===== src/rtl/writeback_stage.sv =====
`default_nettype none
// ---------------------------------------------------------------------------
// writeback_stage : MEM/WB register, sub-word load extraction, bypass entry
// and retired-instruction counter. Optional trace under WB_TRACE_EN. Rev 1.0
// ---------------------------------------------------------------------------
module writeback_stage #(
  parameter int COUNT_W    = 32,
  parameter bit BIG_ENDIAN = 1'b1
) (
  input  logic               clk,
  input  logic               reset,
  input  logic               StallW,
  input  logic               FlushW,
  input  logic               ValidM,
  input  logic               RegWriteM,
  input  logic               MemtoRegM,
  input  logic [2:0]         LoadTypeM,
  input  logic [31:0]        RD,
  input  logic [31:0]        ALUOutM,
  input  logic [4:0]         WriteRegM,
  output logic               ValidW,
  output logic               RegWriteW,
  output logic [4:0]         WriteRegW,
  output logic [31:0]        ResultW,
  output logic               AlignErrW,
  output logic               HoldValidW,
  output logic [4:0]         HoldRegW,
  output logic [31:0]        HoldResultW,
  output logic [COUNT_W-1:0] RetiredW
);

  localparam logic [2:0] LT_LB  = 3'b001;
  localparam logic [2:0] LT_LBU = 3'b010;
  localparam logic [2:0] LT_LH  = 3'b011;
  localparam logic [2:0] LT_LHU = 3'b100;

  logic               wb_valid;
  logic               wb_regwrite;
  logic               wb_memtoreg;
  logic [2:0]         wb_loadtype;
  logic [31:0]        wb_rd;
  logic [31:0]        wb_aluout;
  logic [4:0]         wb_writereg;
  logic [1:0]         wb_offset;
  logic               hold_valid;
  logic [4:0]         hold_reg;
  logic [31:0]        hold_result;
  logic [COUNT_W-1:0] retired;
  logic [7:0]         byte_sel;
  logic [15:0]        half_sel;
  logic [31:0]        result;
  logic               is_half;

  // A flush takes priority over a stall, so a flushing edge still retires W
  // and refreshes the bypass entry with the pre-flush contents.
  always_ff @(posedge clk) begin
    if (reset) begin
      wb_valid    <= 1'b0;
      wb_regwrite <= 1'b0;
      wb_memtoreg <= 1'b0;
      wb_loadtype <= 3'b000;
      wb_rd       <= 32'd0;
      wb_aluout   <= 32'd0;
      wb_writereg <= 5'd0;
      wb_offset   <= 2'd0;
      hold_valid  <= 1'b0;
      hold_reg    <= 5'd0;
      hold_result <= 32'd0;
      retired     <= '0;
    end else if (FlushW || !StallW) begin
      hold_valid  <= RegWriteW;
      hold_reg    <= wb_writereg;
      hold_result <= result;
      retired     <= retired + {{(COUNT_W-1){1'b0}}, wb_valid};
      if (FlushW) begin
        wb_valid    <= 1'b0;
        wb_regwrite <= 1'b0;
      end else begin
        wb_valid    <= ValidM;
        wb_regwrite <= RegWriteM;
        wb_memtoreg <= MemtoRegM;
        wb_loadtype <= LoadTypeM;
        wb_rd       <= RD;
        wb_aluout   <= ALUOutM;
        wb_writereg <= WriteRegM;
        wb_offset   <= ALUOutM[1:0];
      end
    end
  end

  generate
    if (BIG_ENDIAN) begin : g_big_endian
      always_comb begin
        case (wb_offset)
          2'd0:    byte_sel = wb_rd[31:24];
          2'd1:    byte_sel = wb_rd[23:16];
          2'd2:    byte_sel = wb_rd[15:8];
          default: byte_sel = wb_rd[7:0];
        endcase
        half_sel = wb_offset[1] ? wb_rd[15:0] : wb_rd[31:16];
      end
    end else begin : g_little_endian
      always_comb begin
        case (wb_offset)
          2'd0:    byte_sel = wb_rd[7:0];
          2'd1:    byte_sel = wb_rd[15:8];
          2'd2:    byte_sel = wb_rd[23:16];
          default: byte_sel = wb_rd[31:24];
        endcase
        half_sel = wb_offset[1] ? wb_rd[31:16] : wb_rd[15:0];
      end
    end
  endgenerate

  always_comb begin
    result = wb_aluout;
    if (wb_memtoreg) begin
      case (wb_loadtype)
        LT_LB:   result = {{24{byte_sel[7]}}, byte_sel};
        LT_LBU:  result = {24'd0, byte_sel};
        LT_LH:   result = {{16{half_sel[15]}}, half_sel};
        LT_LHU:  result = {16'd0, half_sel};
        default: result = wb_rd;
      endcase
    end
  end

  assign is_half     = (wb_loadtype == LT_LH) || (wb_loadtype == LT_LHU);
  assign ValidW      = wb_valid;
  assign RegWriteW   = wb_valid & wb_regwrite & (wb_writereg != 5'd0);
  assign WriteRegW   = wb_writereg;
  assign ResultW     = result;
  assign AlignErrW   = wb_valid & wb_memtoreg & is_half & wb_offset[0];
  assign HoldValidW  = hold_valid;
  assign HoldRegW    = hold_reg;
  assign HoldResultW = hold_result;
  assign RetiredW    = retired;

`ifdef WB_TRACE_EN
  always @(posedge clk) begin
    if (!reset) begin
      if (RegWriteW && !StallW)
        $display("WB r%0d <= %h", WriteRegW, ResultW);
      if (AlignErrW)
        $display("WB warning: misaligned halfword load, offset %0d", wb_offset);
    end
  end
`endif

endmodule
`default_nettype wire


===== config.mk =====
export PLATFORM = sky130hd
export DESIGN_NAME = writeback_stage
export DESIGN_NICKNAME = d
export VERILOG_FILES = /design/src/rtl/writeback_stage.sv
export SDC_FILE = /design/constraint.sdc
export NUM_CORES = 1
export LEC_CHECK = 0
export CORE_MARGIN = 8
export CORE_UTILIZATION = 45
export DETAILED_ROUTE_END_ITERATION = 7
export PLACE_DENSITY_LB_ADDON = 0.3
export SLEW_MARGIN = 5
export SYNTH_ARGS = -nofsm -noshare
export SYNTH_HDL_FRONTEND = slang
export SYNTH_SLANG_ARGS = --single-unit

===== constraint.sdc =====
create_clock -name clk -period 4.6 [get_ports clk]
set_input_delay 0.92 -clock clk [delete_from_list [all_inputs] [get_ports clk]]
set_output_delay 0.92 -clock clk [all_outputs]
set_load 0.01 [all_outputs]

==> impl_metrics.py <==
metrics = {
    "detailed_routing": {
        "dr.pass1.iters": 8,
        "drc_errors": 0,
        "ant_nets": 0,
        "vias": 6855,
        "routed_via_density": 5.546,
        "avgRoutedWirePerCell_microns": 17.89,
        "routed_wl_microns": 22120,
        "drtIter0Drc": 453,
    },
    "setup_path": {
        "worst-r2r-cell-count": 5,
        "setup.worst_path.end_class": "primary output",
        "arrival_ns": 3.36,
        "critPathMaxFanout": 27,
        "ff2ff_setup_slack_ns": 1.36,
        "worst_ep_required_time_ns": 3.68,
        "cp-start-kind": "flop",
        "path_class": "flop to primary output",
        "r2r-start": "wb_aluout[1]",
        "r2r_end": "HoldResultW[28]",
    },
    "synth": {
        "synth-seq-area-share_pct": 42.99,
        "synth_edf_count": 0,
        "synthCells": 890,
        "synthAdderAreaFrac_pct": 0.5188,
        "synth_xor_xnor_area_share_pct": 2.724,
        "syn-num-nets": 971,
        "ys_types": 55,
        "netlist_area_sq_um": 6753,
        "async_flop_share_pct": 0,
        "synth_top_family_by_area": "simple AND/OR/NAND/NOR gates",
        "synth_warnings": 0,
        "synth_seq_cells": 145,
        "synth_compound_area_share_pct": 19.77,
        "syn_area_per_cell_sq_um": 7.587,
        "synth_mux_area_share_pct": 3.168,
        "yosys.area_share.simple_pct": 25.46,
        "synth_ff_type": "dfxtp_1",
    },
    "layout": {
        "area_growth_pct": 37.43,
        "n_antenna_cell": 0,
        "layout-drive-gt1-share_pct": 5.894,
        "num-nets-final": 1120,
    },
    "floorplan": {
        "start_util_pct": 46.29,
        "die_y_microns": 138.5,
        "rows": 44,
        "die_w_microns": 138.5,
        "die-area_sq_um": 19180,
        "ioPinCount": 189,
        "core_area_sq_um": 14590,
    },
    "place": {
        "port_buffers": 188,
        "hpwl_microns": 15490,
        "place_ws_ns": 0.7751,
        "finalWeightedCongestion": 0.9169,
    },
    "worst_hold_path": {
        "hold_class": "flop to flop",
        "hold_path_depth": 2,
        "hp-start": "HoldRegW[0]",
        "hold_path_end": "HoldRegW[0]",
    },
    "power_and_ir_drop": {
        "powerDensity_nw_per_um2": 335.2,
        "p_leak_nw": 3.088,
        "finalPower_mw": 3.111,
        "ir_drop_v": 0.0002498,
    },
    "timing": {
        "setup_tns_ns": 0,
        "hold_violations": 0,
        "clock_skew_ns": 0.007051,
        "rsz0062_at_grt": "no",
        "slew_headroom_pct": 20.14,
        "finalSetupViolations": 0,
        "slew_violations": 0,
        "worst_slack_ns": 0.3162,
        "worst_slew_pin_slew_ns": 1.189,
        "fin_crit_ns": 4.284,
        "period_share_pct": 93.13,
        "fmax_ghz": 0.2334,
    },
    "global_route": {
        "grt_start_max_net_pins": 82,
        "grt_pass1_wl_microns": 35680,
        "antenna_found_initial": 0,
        "grt_pass1_vias": 6546,
        "grt_overflow": 0,
        "gr-usage-all-layers_pct": 22.53,
    },
    "clock_tree": {
        "cts_tree": "yes",
        "clock_latency_ns": 0.42,
        "cts_num_sinks": 145,
        "cts_max_level": 4,
        "clockRootBuffer": "clkbuf_16",
        "cts_buffer_depth": 2,
        "post_cts_resized": 0,
        "cts_buffers": 17,
        "post_cts_buffers": 0,
        "holdBufCountCts": 0,
        "clk_pin_slew_worst_paths_ns": 0.06,
    },
    "outcome": {
        "status": "complete, no violations",
    },
    "flow_run": {
        "drv_cap": 0,
    },
}
==> per-stage QoR <==
stage                     util [%]  instance area [sq um]  hold WS [ns]  std cells
final                        63.61                   9280        0.4506       1236
after CTS                    63.61                   9280        0.4519       1236
after floorplan                  -                   6753        0.4363        890
after global placement       59.64                   8701        0.4342       1204
after detailed placement     59.64                   8701        0.4440       1204
after global routing         63.61                   9280        0.4705       1236
==> placed cells by master (no fill, tap or decap), types with 17 or more instances in the layout <==
master,count
xnor2_1,17
dfxtp_1,144
clkbuf_16,17
o21ai_0,29
nor3_1,19
a21oi_1,111
nand3_1,21
clkdlybuf4s50_1,187
inv_1,24
nand2_1,218
nor2_1,73
==> how the worst max path moves through the flow <==
stage,to,from,slack [ns],cells past startpoint
3_5_place_dp,ResultW[23],wb_aluout[1],0.78,5
2_1_floorplan,ResultW[16],wb_loadtype[1],1.89,7
5_1_grt,ResultW[23],wb_aluout[1],0.06,5
6_report,ResultW[23],wb_aluout[1],0.32,5
4_1_cts,ResultW[23],wb_aluout[1],0.31,5
3_3_place_gp,ResultW[7],wb_aluout[1],0.89,5
==> flip-flops by register name, summed over array words and instances, names as in the netlist <==
name         count
HoldRegW         5
HoldResultW     32
RetiredW        32
wb_loadtype      3
WriteRegW        5
HoldValidW       1
wb_regwrite      1
wb_rd           32
wb_aluout       32
ValidW           1
wb_memtoreg      1
==> cell families (layout without fill, tap and decap cells) <==
logic type	after synthesis	in the layout
AND/OR/NAND/NOR	392	392
AO/OA/AOI/OAI	217	217
flip-flops	145	145
buffers and inverters	93	255
XOR/XNOR	21	21
multiplexers	19	19
adder cells (fa/ha/maj)	3	3
==> routing by layer <==
| layer | routed length, microns | global-route usage [%] | up-vias |
|---|---|---|---|
| met1 | 9646 | 28.30 | 3177 |
| met4 | 364 | 7.551 | 0 |
| met3 | 1923 | 7.295 | 28 |
| met5 | 0 | 0 | - |
| met2 | 10180 | 35.60 | 274 |
| li1 | - | - | 3376 |
==> cells in the mapped netlist (2+ instances only) <==
library cell / count / share of area (%)
a2111oi_0: 7 / 0.91
a211o_1: 7 / 0.91
a211oi_1: 6 / 0.67
a21oi_1: 111 / 8.2
a221oi_1: 16 / 2.1
a22oi_1: 8 / 0.89
and2_1: 9 / 0.83
and4_1: 4 / 0.52
buf_1: 5 / 0.28
buf_2: 5 / 0.37
clkbuf_1: 58 / 3.2
dfxtp_1: 145 / 43
ha_1: 2 / 0.37
inv_1: 24 / 1.3
mux2_2: 9 / 1.5
mux2i_1: 9 / 1.3
nand2_1: 218 / 12
nand2b_1: 4 / 0.37
nand3_1: 21 / 1.6
nand4_1: 6 / 0.56
nor2_1: 74 / 4.1
nor2b_1: 4 / 0.37
nor3_1: 19 / 1.4
nor4_1: 8 / 0.74
o21a_1: 2 / 0.22
o21ai_0: 29 / 2.1
o221ai_1: 8 / 1.0
o22a_1: 2 / 0.26
o22ai_1: 7 / 0.65
o31ai_1: 8 / 0.89
or3_1: 11 / 1.0
or4_1: 2 / 0.22
xnor2_1: 17 / 2.2
xor2_1: 4 / 0.52
==> cell type report <==
cell class	instances	area, sq um
Multi-Input combinational cell	652	3502
Timing Repair Buffer	199	1974
Sequential cell	145	2904
Clock buffer	20	446.7
Fill cell	1269	5309
Tap cell	184	230.2
Clock inverter	12	132.6
Inverter	24	90.09
==> report_power, final <==
| part | internal [mW] | switching (mW) |
|---|---|---|
| Sequential | 1.30 | 0.0453 |
| Clock | 0.814 | 0.546 |
| Combinational | 0.197 | 0.206 |
| Total | 2.31 | 0.797 |
==> critical path: stages (launching register included) <==
cell	delay, ns
dfxtp_1	0.99
mux2_2	0.41
o21ai_0	0.22
o21a_1	0.60
a21oi_1	0.19
clkdlybuf4s50_1	0.53
No activity file was read; power rests on OpenSTA's default activity.
